<file path="config.mk">
export PLATFORM = sky130hd
export DESIGN_NAME = debug_uart_tx_flat
export DESIGN_NICKNAME = d
export VERILOG_FILES = /design/src/rtl/debug_uart_tx_if.sv /design/src/rtl/debug_uart_tx.sv /design/src/flat_wrapper.sv
export SDC_FILE = /design/constraint.sdc
export NUM_CORES = 1
export LEC_CHECK = 0
export BUFFER_PORTS_ARGS = -buffer_cell sky130_fd_sc_hd__clkbuf_2
export CORE_MARGIN = 2
export CORE_UTILIZATION = 51
export DETAILED_ROUTE_END_ITERATION = 10
export PLACE_DENSITY = 0.8
export SLEW_MARGIN = 20
export SYNTH_ARGS = -nofsm -noshare
export SYNTH_HDL_FRONTEND = slang
export SYNTH_SLANG_ARGS = --single-unit
</file>
<file path="constraint.sdc">
create_clock -name clk -period 4.9 [get_ports clk]
set_input_delay 0.735 -clock clk [delete_from_list [all_inputs] [get_ports clk]]
set_output_delay 0.735 -clock clk [all_outputs]
set_load 0.05 [all_outputs]
</file>
<file path="src/rtl/debug_uart_tx_if.sv">
// Snapshot request, captured debug ports and UART status for debug_uart_tx.
// master drives the request side; slave is the transmitter.
interface debug_uart_tx_if;
    logic       trigger;
    logic [7:0] debug_port1;
    logic [7:0] debug_port2;
    logic [7:0] debug_port3;
    logic [7:0] debug_port4;
    logic [7:0] debug_port5;
    logic [7:0] debug_port6;
    logic [7:0] debug_port7;
    logic       tx;
    logic       busy;
    logic       frame_done;

    modport master (
        output trigger,
        output debug_port1, debug_port2, debug_port3, debug_port4,
        output debug_port5, debug_port6, debug_port7,
        input  tx, busy, frame_done
    );

    modport slave (
        input  trigger,
        input  debug_port1, debug_port2, debug_port3, debug_port4,
        input  debug_port5, debug_port6, debug_port7,
        output tx, busy, frame_done
    );
endinterface

</file>
<file path="src/rtl/debug_uart_tx.sv">
// Snapshots the seven CPU debug ports and sends them as an 8N1 frame (A5, ports, [checksum]).
// Define DEBUG_UART_TX_CHECKSUM_EN to append the modulo-256 checksum byte.
module debug_uart_tx #(
    parameter int unsigned CLKS_PER_BIT = 434
) (
    input  logic            clk,
    input  logic            reset,
    debug_uart_tx_if.slave  dbg
);

    typedef enum logic [1:0] {IDLE, START, DATA, STOP} state_t;

    localparam int unsigned       BAUD_W    = $clog2(CLKS_PER_BIT);
    localparam logic [BAUD_W-1:0] BAUD_LOAD = BAUD_W'(CLKS_PER_BIT - 1);
`ifdef DEBUG_UART_TX_CHECKSUM_EN
    localparam logic [3:0]        LAST_BYTE = 4'd8;
`else
    localparam logic [3:0]        LAST_BYTE = 4'd7;
`endif

    state_t              state_q, state_d;
    logic [BAUD_W-1:0]   baud_q, baud_d;
    logic [2:0]          bit_q, bit_d;
    logic [3:0]          byte_q, byte_d;
    logic [55:0]         snap_q, snap_d;
    logic                tx_q, tx_d;
    logic                busy_q, busy_d;
    logic                done_q, done_d;
    logic [7:0]          cur_byte;
    logic [2:0]          bit_nxt;

`ifdef DEBUG_UART_TX_CHECKSUM_EN
    logic [7:0] checksum;

    always_comb begin
        checksum = '0;
        for (int unsigned i = 0; i < 7; i++) begin
            checksum = checksum + snap_q[8*i +: 8];
        end
    end
`endif

    always_comb begin
        cur_byte = 8'hA5;
        case (byte_q)
            4'd1:    cur_byte = snap_q[7:0];
            4'd2:    cur_byte = snap_q[15:8];
            4'd3:    cur_byte = snap_q[23:16];
            4'd4:    cur_byte = snap_q[31:24];
            4'd5:    cur_byte = snap_q[39:32];
            4'd6:    cur_byte = snap_q[47:40];
            4'd7:    cur_byte = snap_q[55:48];
`ifdef DEBUG_UART_TX_CHECKSUM_EN
            4'd8:    cur_byte = checksum;
`endif
            default: cur_byte = 8'hA5;
        endcase
    end

    assign bit_nxt = bit_q + 3'd1;

    // tx_d carries the level of the bit being entered, so tx stays a pure flop output.
    always_comb begin
        state_d = state_q;
        baud_d  = baud_q;
        bit_d   = bit_q;
        byte_d  = byte_q;
        snap_d  = snap_q;
        tx_d    = tx_q;
        busy_d  = busy_q;
        done_d  = 1'b0;

        case (state_q)
            IDLE: begin
                tx_d   = 1'b1;
                busy_d = 1'b0;
                if (dbg.trigger) begin
                    state_d = START;
                    snap_d  = {dbg.debug_port7, dbg.debug_port6, dbg.debug_port5,
                               dbg.debug_port4, dbg.debug_port3, dbg.debug_port2,
                               dbg.debug_port1};
                    byte_d  = '0;
                    bit_d   = '0;
                    baud_d  = BAUD_LOAD;
                    tx_d    = 1'b0;
                    busy_d  = 1'b1;
                end
            end
            START: begin
                if (baud_q == '0) begin
                    state_d = DATA;
                    baud_d  = BAUD_LOAD;
                    bit_d   = '0;
                    tx_d    = cur_byte[0];
                end else begin
                    baud_d = baud_q - 1'b1;
                end
            end
            DATA: begin
                if (baud_q == '0) begin
                    baud_d = BAUD_LOAD;
                    if (bit_q == 3'd7) begin
                        state_d = STOP;
                        tx_d    = 1'b1;
                    end else begin
                        bit_d = bit_nxt;
                        tx_d  = cur_byte[bit_nxt];
                    end
                end else begin
                    baud_d = baud_q - 1'b1;
                end
            end
            STOP: begin
                if (baud_q == '0) begin
                    bit_d = '0;
                    if (byte_q == LAST_BYTE) begin
                        state_d = IDLE;
                        baud_d  = '0;
                        byte_d  = '0;
                        tx_d    = 1'b1;
                        busy_d  = 1'b0;
                        done_d  = 1'b1;
                    end else begin
                        state_d = START;
                        baud_d  = BAUD_LOAD;
                        byte_d  = byte_q + 4'd1;
                        tx_d    = 1'b0;
                    end
                end else begin
                    baud_d = baud_q - 1'b1;
                end
            end
        endcase
    end

    always_ff @(posedge clk or negedge reset) begin
        if (!reset) begin
            state_q <= IDLE;
            baud_q  <= '0;
            bit_q   <= '0;
            byte_q  <= '0;
            snap_q  <= '0;
            tx_q    <= 1'b1;
            busy_q  <= 1'b0;
            done_q  <= 1'b0;
        end else begin
            state_q <= state_d;
            baud_q  <= baud_d;
            bit_q   <= bit_d;
            byte_q  <= byte_d;
            snap_q  <= snap_d;
            tx_q    <= tx_d;
            busy_q  <= busy_d;
            done_q  <= done_d;
        end
    end

    assign dbg.tx         = tx_q;
    assign dbg.busy       = busy_q;
    assign dbg.frame_done = done_q;

endmodule
</file>
<file path="src/flat_wrapper.sv">
// flat-port wrapper written by rule: the top's interface ports become plain ports
module debug_uart_tx_flat 
#(
    parameter int unsigned CLKS_PER_BIT = 434
)
  (clk, reset, dbg_trigger, dbg_debug_port1, dbg_debug_port2, dbg_debug_port3, dbg_debug_port4, dbg_debug_port5, dbg_debug_port6, dbg_debug_port7, dbg_tx, dbg_busy, dbg_frame_done);
  debug_uart_tx_if dbg_i ();
  input  logic clk;
  input  logic reset;
  input wire logic [$bits(dbg_i.trigger)-1:0] dbg_trigger;
  input wire logic [$bits(dbg_i.debug_port1)-1:0] dbg_debug_port1;
  input wire logic [$bits(dbg_i.debug_port2)-1:0] dbg_debug_port2;
  input wire logic [$bits(dbg_i.debug_port3)-1:0] dbg_debug_port3;
  input wire logic [$bits(dbg_i.debug_port4)-1:0] dbg_debug_port4;
  input wire logic [$bits(dbg_i.debug_port5)-1:0] dbg_debug_port5;
  input wire logic [$bits(dbg_i.debug_port6)-1:0] dbg_debug_port6;
  input wire logic [$bits(dbg_i.debug_port7)-1:0] dbg_debug_port7;
  output wire logic [$bits(dbg_i.tx)-1:0] dbg_tx;
  output wire logic [$bits(dbg_i.busy)-1:0] dbg_busy;
  output wire logic [$bits(dbg_i.frame_done)-1:0] dbg_frame_done;
  assign dbg_i.trigger = dbg_trigger;
  assign dbg_i.debug_port1 = dbg_debug_port1;
  assign dbg_i.debug_port2 = dbg_debug_port2;
  assign dbg_i.debug_port3 = dbg_debug_port3;
  assign dbg_i.debug_port4 = dbg_debug_port4;
  assign dbg_i.debug_port5 = dbg_debug_port5;
  assign dbg_i.debug_port6 = dbg_debug_port6;
  assign dbg_i.debug_port7 = dbg_debug_port7;
  assign dbg_tx = dbg_i.tx;
  assign dbg_busy = dbg_i.busy;
  assign dbg_frame_done = dbg_i.frame_done;
  debug_uart_tx #(.CLKS_PER_BIT(CLKS_PER_BIT)) u_core (.clk(clk), .reset(reset), .dbg(dbg_i));
endmodule
</file>
==> qor.yml, run 1 <==
worst_setup_path:
  crit_slowest_cell: "nor3_1"
  cp_max_fo: 11
  arrival_ns: 3.35
  start_kind: "flip-flop"
  worstPathCellList: "inv_1, ha_1, or4b_4, nor3_1, o21ai_0, nor2_1, a22oi_1, o21ai_0"
  slowest_delay_ns: 0.83
  worstPathRequired_ns: 5.16
  critical_path_class: "flip-flop to flip-flop"
  endpoint_kind: "flip-flop"
  path_common_cell: "o21ai_0"
cts:
  root_buffer: "clkbuf_8"
  cts_sinks: 77
  clock_latency_ns: 0.35
  clk_path_buf_depth: 2
  holdBufCountCts: 0
  cts_tree: "yes"
  post_cts_buffers: 0
  cts_max_level: 3
  clk_pin_slew_ns: 0.08
  cts_inserted_buffers: 9
  cts-resized-gates: 0
routing:
  vias: 2950
  drt-initial-drc-count: 235
  wirelength_um: 8690
  drc_errors: 0
  dr.pass1.iters: 5
  vias_per_cell: 5.94
  wl_per_cell_um: 17.5
  ant_nets: 0
yosys:
  synthTopCellsByArea: "dfrtp_1 (49%), mux2_2 (17%), ha_1 (3.8%), nand2_1 (2.1%), nor2_1 (2.0%)"
  yosysUniqueCellTypes: 54
  synth_top_area_share_pct: 48.7
  synthArstFlopShare_pct: 100
  synth_seq_area_share_pct: 49.4
  synth-main-ff-cell: "dfrtp_1"
  synthCells: 344
  yosys_warnings: 0
  synth_area_per_cell_sq_um: 11.3
  synth_common_cells: "dfrtp_1 (76), mux2_2 (58), nand2_1 (22)"
  synth.most_common_cell: "dfrtp_1"
  synth-edff-count: 0
  syn_nets: 415
  yosysTopAreaCell: "dfrtp_1"
  ys_ff_latch: 77
  netlist_area_sq_mm: 0.00390
sta:
  fmax_mhz: 323
  timing.final.max_slew_violations: 0
  skew_ns: 0.00726
  tightest_slew_ns: 1.01
  finalHoldViolCount: 0
  setup_viol: 0
  max_slew_margin_pct: 32.3
  timing.final.ws_setup_ns: 1.81
  fin_crit_sh_pct: 63.1
  rsz0062_at_grt: "no"
  holdWs_ns: 0.477
  timing.setup.tns_ns: 0
  fin_crit_ns: 3.09
placement:
  io_buffer_count: 61
  dp_hpwl_um: 6040
  pre_cts_ws_ns: 1.83
  gp_congestion: 0.818
die:
  pin_count: 62
  core_area_sq_mm: 0.00733
  dieArea_sq_mm: 0.00837
  num_rows: 31
  start_util_pct: 53.2
  die_w_um: 91.5
  die_y_um: 91.5
grt:
  grt_pass1_wl_um: 14500
  antenna_found_initial: 0
  grt_usage_pct: 21.8
  grt_pass1_vias: 2900
  grt_start_max_net_pins: 78
  grt-ovfl-total: 0
power_and_ir_drop:
  power_density_mw_per_mm2: 256
  fin_total_pwr_mw: 1.13
  vdd_drop_max_v: 0.000220
  cellLeakagePower_nw: 2.10
final_layout:
  fill_cells: 612
  multi_input_area_sq_mm: 0.00184
  layout.nets: 465
  seqCellArea_sq_mm: 0.00193
  area_growth_pct: 13.7
  antenna_cells: 0
  drive_gt1_share_pct: 35.2
run_status:
  run_status: "complete, no violations"
hold_path:
  min_path_type: "flip-flop to flip-flop"
run:
  maxCapViolCount: 0
through the flow:
| step | instance area (sq um) | std cells | utilization (%) |
|---|---|---|---|
| after floorplan | 3900 | 344 | - |
| after global placement | 4250 | 482 | 57.9 |
| after detailed placement | 4250 | 482 | 57.9 |
| after CTS | 4440 | 497 | 60.5 |
| after global routing | 4440 | 497 | 60.5 |
| final | 4440 | 497 | 60.5 |
logic make-up (layout without fill, tap and decap cells):
kind of cell,after synthesis,in the layout,share of synthesized area (%)
AOI/OAI and AO/OA,83,83,15.9
DFF,77,77,49.4
and+or+nand+nor,77,77,9.71
muxes,59,59,17.0
buffers and inverters,33,87,3.46
adders and majority gates,12,12,3.85
xor gates and xnor gates,3,3,0.673
registers in the layout (all words and copies together), names as in the netlist:
signal / flops
u_core.byte_q: 4
u_core.snap_q: 56
u_core.dbg.tx: 1
u_core.dbg.frame_done: 1
u_core.bit_q: 3
u_core.state_q: 2
u_core.baud_q: 9
u_core.dbg.busy: 1
power by group:
part,internal (mW),switching (mW),total (mW)
Clock,0.234,0.229,0.463
Combinational,0.0169,0.0193,0.0362
Sequential,0.635,0,0.635
layout by cell type (no fill, tap or decap), drive strengths merged, types with 2 or more instances in the layout:
cell	count
a22o	4
a21o	2
clkinvlp	2
nand3	7
a21oi	13
mux2	58
a2111oi	4
buf	2
nor3	8
a221oi	7
nor2b	3
a211oi	5
o21ai	15
nand2b	2
a22oi	9
nand3b	2
nor3b	2
o32a	2
or3	2
a311oi	3
a222oi	3
clkbuf	70
nand2	22
ha	12
o32ai	2
nor2	21
xnor2	2
a21boi	2
a31oi	4
inv	10
clkinv	2
dfrtp	76
area by class of cell:
type	instances	area share, %
inverters	10	0.846
repair buffers	62	7.11
multi-input cells	234	41.5
clock buffers	10	2.88
clock inverters	5	1.41
flip-flops and latches	77	43.5
well taps	99	2.79
metal layers:
layer	up-vias	routed length (um)	GRT usage (%)	share of wire, %
met2	114	4100	33.0	47
met5	-	0	0	0
met1	1447	3880	30.5	45
li1	1376	-	-	-
met3	13	594	6.72	6.8
met4	0	127	5.93	1.5
final timing paths:
path | start | slack [ns] | cells past startpoint | end
min in group asynchronous | reset | 0.50 | 1 | u_core.baud_q[6]
hold / removal | u_core.dbg.busy | 0.48 | 2 | u_core.dbg.busy
setup reg to reg | u_core.baud_q[0] | 1.81 | 8 | u_core.bit_q[2]
max in group asynchronous | reset | 3.75 | 1 | u_core.baud_q[2]
setup / recovery | u_core.baud_q[0] | 1.81 | 8 | u_core.bit_q[2]
hold reg to reg | u_core.dbg.busy | 0.48 | 2 | u_core.dbg.busy
critical path, delay by kind of cell, from the launching register on:
kind / cells / cell delay (ns)
buffers and inverters: 1 / 0.09
AND/OR/NAND/NOR: 3 / 1.60
flip-flops: 1 / 0.41
adder cells (fa/ha/maj): 1 / 0.20
AO/OA/AOI/OAI: 3 / 0.70
Note: power is estimated with default switching activity, not from simulation.
==> run 2, diff against run 1 <==
==> constraint.sdc (replaced) <==
create_clock -name clk -period 3.2 [get_ports clk]
set_input_delay 0.48 -clock clk [delete_from_list [all_inputs] [get_ports clk]]
set_output_delay 0.48 -clock clk [all_outputs]
set_load 0.05 [all_outputs]
==> run 2 against run 1 <==
  * Clock power grew 42%
  * Register-to-register slack lost 1.2 ns
  * Sequential share of layout area shrank 0.12 points
  * Sequential power grew 53%
  * Count of clock-buffer cells in the layout is the same
  * Global-route usage shrank 0.71 points
  * Largest power group unchanged
==> qor.yml, run 2 (same netlist as run 1, synthesis figures left out) <==
grt:
  antenna_found_initial: 0  # unchanged
  grt_usage_pct: 21.1  # -0.71 points
  grt-ovfl-total: 0  # unchanged
  grt_pass1_wl_um: 14000  # -3.8%
  grt_pass1_vias: 2903  # +0.10%
  grt_start_max_net_pins: 78  # unchanged
cts:
  cts_inserted_buffers: 9  # unchanged
  holdBufCountCts: 0  # unchanged
  cts-resized-gates: 0  # unchanged
  post_cts_buffers: 0  # unchanged
  cts_sinks: 77  # unchanged
  cts_max_level: 3  # unchanged
  clk_path_buf_depth: 2  # unchanged
  clock_latency_ns: 0.35  # about the same
  clk_pin_slew_ns: 0.08  # about the same
  cts_tree: "yes"
  root_buffer: "clkbuf_8"
routing:
  ant_nets: 0  # unchanged
  vias_per_cell: 6.00  # +1.1%
  drc_errors: 0  # unchanged
  dr.pass1.iters: 5  # unchanged
  vias: 3001  # +1.7%
  wirelength_um: 8450  # -2.8%
  wl_per_cell_um: 16.9  # -3.4%
  drt-initial-drc-count: 278  # +18%
sta:
  fmax_mhz: 379  # +17%
  timing.setup.tns_ns: 0  # unchanged
  setup_viol: 0  # unchanged
  timing.final.max_slew_violations: 0  # unchanged
  max_slew_margin_pct: 37.4  # +5.1 points
  fin_crit_ns: 2.64  # -0.457 ns
  timing.final.ws_setup_ns: 0.564  # -1.24 ns
  skew_ns: 0.0100  # +0.00276 ns
  finalHoldViolCount: 0  # unchanged
  rsz0062_at_grt: "no"
  tightest_slew_ns: 0.939  # -0.0691 ns
  fin_crit_sh_pct: 82.4  # +19 points
placement:
  pre_cts_ws_ns: 0.599  # -1.24 ns
  io_buffer_count: 61  # unchanged
  dpl_cell_area_sq_mm: 0.00427  # +0.65%
  gp_congestion: 0.894  # +9.2%
  dp_hpwl_um: 6030  # -0.19%
  place_inst: 484  # +0.41%
power_and_ir_drop:
  fin_total_pwr_mw: 1.68  # +48%
  vdd_drop_max_v: 0.000280  # +27%
  cellLeakagePower_nw: 2.12  # +0.75%
  power_density_mw_per_mm2: 378  # +48%
worst_setup_path:
  slowest_delay_ns: 0.56  # -0.27 ns
  start_kind: "flip-flop"
  reg2reg_depth: 8  # unchanged
  arrival_ns: 2.91  # -0.44 ns
  crit_family: "compound AO/OA/AOI/OAI gates"
  crit_cells: 8  # unchanged
  worst-path-buf-inv: 1  # unchanged
  crit_slowest_cell: "ha_1"
  cp_max_fo: 16  # +5
  endpoint_kind: "flip-flop"
  worstPathRequired_ns: 3.47  # -1.69 ns
  worstPathCellList: "inv_1, ha_1, a2111oi_0, nor2_1, o311ai_0, o311a_1, o32ai_1, a31oi_1"
  critical_path_class: "flip-flop to flip-flop"
  rrSetupSlack_ns: 0.56  # -1.24 ns
die:
  num_rows: 31  # unchanged
  die_y_um: 91.5  # unchanged
  die_w_um: 91.5  # unchanged
  dieArea_sq_mm: 0.00837  # unchanged
  pin_count: 62  # unchanged
  core_area_sq_mm: 0.00733  # unchanged
  start_util_pct: 53.2  # unchanged
final_layout:
  reg_top3: "u_core.snap_q x56, u_core.baud_q x9, u_core.byte_q x4"
  drive_gt1_share_pct: 35.7  # +0.48 points
  largest_reg_flops: 56  # unchanged
  stdcell_area_sq_mm: 0.00445  # +0.28%
  final_cells: 500  # +0.60%
  layout_commonest_cell: "dfrtp_1"
  area_growth_pct: 14.0
  layout_common_cells: "dfrtp_1 (76), clkbuf_2 (60), mux2_2 (58)"
  regMostFlops: "u_core.snap_q"
  antenna_cells: 0  # unchanged
  layout.nets: 467  # +0.43%
run:
  maxCapViolCount: 0  # unchanged
run_status:
  run_status: "complete, no violations"
hold_path:
  min_path_type: "input pin to asynchronous set/reset pin"
==> run 2: final cells by class <==
class	instances	area, sq um
sequential	77	1930
multi-input combinational	234	1840
tap	99	124
clock inverter	6	47.5
clock buffer	10	128
fill	572	2880
inverter	10	37.5
timing repair buffer	64	343
==> run 2: report_power, final <==
| group | total, mW | leakage (nW) | switching [mW] | internal (mW) |
|---|---|---|---|---|
| sequential | 0.972 | 1.04 | 0 | 0.972 |
| combinational | 0.0548 | 0.994 | 0.0289 | 0.0259 |
| clock | 0.656 | 0.0868 | 0.369 | 0.287 |
==> run 2: metrics by stage <==
step / util, % / hold slack (ns)
2_1_floorplan: - / 0.184
3_3_place_gp: 58.3 / 0.458
3_5_place_dp: 58.3 / 0.477
4_1_cts: 60.7 / 0.302
5_1_grt: 60.7 / 0.329
6_report: 60.7 / 0.255
==> run 2: layer usage <==
metal	vias up	global-route usage, %	wire length [um]
li1	1385	-	-
met1	1477	29.4	3710
met2	123	32.5	4020
met3	16	5.73	577
met4	0	5.81	144
met5	-	0	0
==> run 2: final timing paths <==
check / start / end
max: u_core.byte_q[1] / u_core.dbg.tx
min in group clk: dbg_debug_port4[6] / u_core.snap_q[30]
max in group asynchronous: reset / u_core.bit_q[2]
max reg2reg: u_core.byte_q[1] / u_core.dbg.tx
min: reset / u_core.baud_q[5]
min reg2reg: u_core.dbg.busy / u_core.dbg.busy
==> run 2: worst register-to-register path, cell delays in order, from the launching register on <==
cell and delay [ns]:
dfrtp_1 0.43, inv_1 0.12, ha_1 0.56, a2111oi_0 0.19, nor2_1 0.26, o311ai_0 0.23
o311a_1 0.38, o32ai_1 0.27, a31oi_1 0.12
==> run 3, diff against run 2 <==
==> constraint.sdc (replaced) <==
create_clock -name clk -period 2.63 [get_ports clk]
set_input_delay 0.3945 -clock clk [delete_from_list [all_inputs] [get_ports clk]]
set_output_delay 0.3945 -clock clk [all_outputs]
set_load 0.05 [all_outputs]
==> run 3 against run 2 <==
  * Count of clock-buffer cells in the layout did not move
  * Cell count rose by 1.8%
  * Register-to-register slack got worse by 0.44 ns
  * Sequential share of layout area fell by 1.3 points
  * Combinational power rose by 24%
  * Via count rose by 2.0%
  * Flip-flop and latch count did not move
  * Utilization rose by 1.9 points
  * Maximum frequency rose by 5.2%
  * Critical path type unchanged
  * Largest power group unchanged
==> qor.yml, run 3 (same netlist as run 1, synthesis figures left out) <==
run_status:
  run_status: "complete, no violations"
grt:
  grt_usage_pct: 22.1  # +1.0 points
  grt_start_max_net_pins: 78  # unchanged
  antenna_found_initial: 0  # unchanged
  grt_pass1_wl_um: 14700  # +5.0%
  grt-ovfl-total: 0  # unchanged
  grt_pass1_vias: 2972  # +2.4%
run:
  maxCapViolCount: 0  # unchanged
placement:
  gp_congestion: 0.880  # -1.6%
  place_inst: 494  # +2.1%
  io_buffer_count: 61  # unchanged
  dp_hpwl_um: 6340  # +5.1%
  dpl_cell_area_sq_mm: 0.00435  # +1.8%
final_layout:
  layout.nets: 477  # +2.1%
  fill_cells: 576  # +0.70%
  stdcell_area_sq_mm: 0.00459  # +3.1%
  layout_common_cells: "dfrtp_1 (76), clkbuf_2 (60), mux2_2 (58)"
  layout_commonest_cell: "dfrtp_1"
  reg_top3: "u_core.snap_q x56, u_core.baud_q x9, u_core.byte_q x4"
  final_cells: 509  # +1.8%
  regMostFlops: "u_core.snap_q"
  area_growth_pct: 17.5
  antenna_cells: 0  # unchanged
  drive_gt1_share_pct: 38.0  # +2.4 points
  largest_reg_flops: 56  # unchanged
power_and_ir_drop:
  fin_total_pwr_mw: 2.25  # +34%
  cellLeakagePower_nw: 2.19  # +3.6%
  vdd_drop_max_v: 0.000387  # +38%
  power_density_mw_per_mm2: 490  # +30%
sta:
  tightest_slew_ns: 0.956  # +0.0163 ns
  fin_crit_sh_pct: 95.3  # +13 points
  rsz0062_at_grt: "no"
  timing.final.max_slew_violations: 0  # unchanged
  setup_viol: 0  # unchanged
  timing.setup.tns_ns: 0  # unchanged
  holdWs_ns: 0.193  # -0.0623 ns
  fmax_mhz: 399  # +5.2%
  skew_ns: 0.00757  # -0.00245 ns
  fin_crit_ns: 2.51  # -0.130 ns
  finalHoldViolCount: 0  # unchanged
  max_slew_margin_pct: 36.3  # -1.1 points
die:
  core_area_sq_mm: 0.00733  # unchanged
  dieArea_sq_mm: 0.00837  # unchanged
  pin_count: 62  # unchanged
  die_w_um: 91.5  # unchanged
  start_util_pct: 53.2  # unchanged
  num_rows: 31  # unchanged
  die_y_um: 91.5  # unchanged
routing:
  drt-initial-drc-count: 263  # -5.4%
  wirelength_um: 8780  # +3.8%
  dr.pass1.iters: 5  # unchanged
  wl_per_cell_um: 17.2  # +2.0%
  vias: 3061  # +2.0%
  vias_per_cell: 6.01  # +0.20%
  ant_nets: 0  # unchanged
  drc_errors: 0  # unchanged
hold_path:
  min_path_type: "input pin to asynchronous set/reset pin"
worst_setup_path:
  worstPathCellList: "inv_1, ha_1, or4b_4, or4_4, a21oi_4, a21oi_1, o32a_1"
  critical_path_class: "flip-flop to flip-flop"
  endpoint_kind: "flip-flop"
  cp_max_fo: 5  # -11
  start_kind: "flip-flop"
  worstPathRequired_ns: 2.87  # -0.60 ns
  slowest_delay_ns: 0.56  # about the same
  crit_slowest_cell: "or4_4"
  arrival_ns: 2.74  # -0.17 ns
cts:
  clk_path_buf_depth: 2  # unchanged
  cts_max_level: 3  # unchanged
  root_buffer: "clkbuf_8"
  cts_inserted_buffers: 9  # unchanged
  clk_pin_slew_ns: 0.08  # about the same
  holdBufCountCts: 0  # unchanged
  cts_tree: "yes"
  post_cts_buffers: 0  # unchanged
  clock_latency_ns: 0.35  # about the same
  cts_sinks: 77  # unchanged
run 3: changes by cell type in the layout (fill, tap and decap cells not counted):
cell,change
a21oi_2,-1
a21oi_4,+1
buf_4,+10
bufinv_16,+2
clkbuf_1,-1
clkbuf_8,+1
clkinv_4,-3
clkinvlp_4,-1
ha_1,-2
ha_2,+2
inv_6,+1
or3_1,-1
or3_4,+1
run 3: final timing paths:
path | from | endpoint | slack, ns | cells past startpoint
min reg2reg | u_core.dbg.busy | u_core.dbg.busy | 0.50 | 2
max reg2reg | u_core.baud_q[0] | u_core.baud_q[5] | 0.12 | 7
max in group asynchronous | reset | u_core.snap_q[22] | 1.82 | 1
min in group clk | dbg_debug_port4[7] | u_core.snap_q[31] | 0.27 | 2
max | u_core.baud_q[0] | u_core.baud_q[5] | 0.12 | 7
min | reset | u_core.baud_q[7] | 0.19 | 1
run 3: through the flow:
step,worst slack [ns],utilization [%]
2_1_floorplan,0.271,-
3_3_place_gp,0.184,59.3
3_5_place_dp,0.0873,59.3
4_1_cts,0.0736,62.3
5_1_grt,0.0173,62.6
6_report,0.124,62.6
run 3: worst max-delay path: cells and delay by family (launching register included):
family / cells / cell delay (ns)
AND/OR/NAND/NOR: 2 / 1.08
AO/OA/AOI/OAI: 3 / 0.61
flip-flops: 1 / 0.41
adder cells (fa/ha/maj): 1 / 0.21
buffers and inverters: 1 / 0.09
run 3: what timing repair did:
action                                  in CTS  in global routing
hold endpoints to repair                     0                  0
endpoints found under the setup margin       0                  4
gates resized for setup                      0                  4
run 3: where the power goes:
group          switching [mW]  leakage, nW  internal, mW
sequential                  0         1.04          1.18
clock                   0.437        0.113         0.560
combinational          0.0365         1.04        0.0315
total                   0.473         2.19          1.77
run 3: layout make-up:
| type | count | area (sq um) | share of cell area, % |
|---|---|---|---|
| Sequential cell | 77 | 1930 | 42.0 |
| Timing Repair Buffer | 74 | 418 | 9.11 |
| Tap cell | 99 | 124 | 2.70 |
| Clock buffer | 10 | 138 | 3.00 |
| Multi-Input combinational cell | 234 | 1860 | 40.5 |
| Inverter | 10 | 37.5 | 0.818 |
| Clock inverter | 5 | 82.6 | 1.80 |
run 3: routing by layer:
metal	vias to the layer above	wire, um	GRT usage [%]
met1	1533	3840	30.8
met5	-	0	0
met2	117	4260	34.6
li1	1400	-	-
met4	0	83	5.30
met3	11	590	5.81
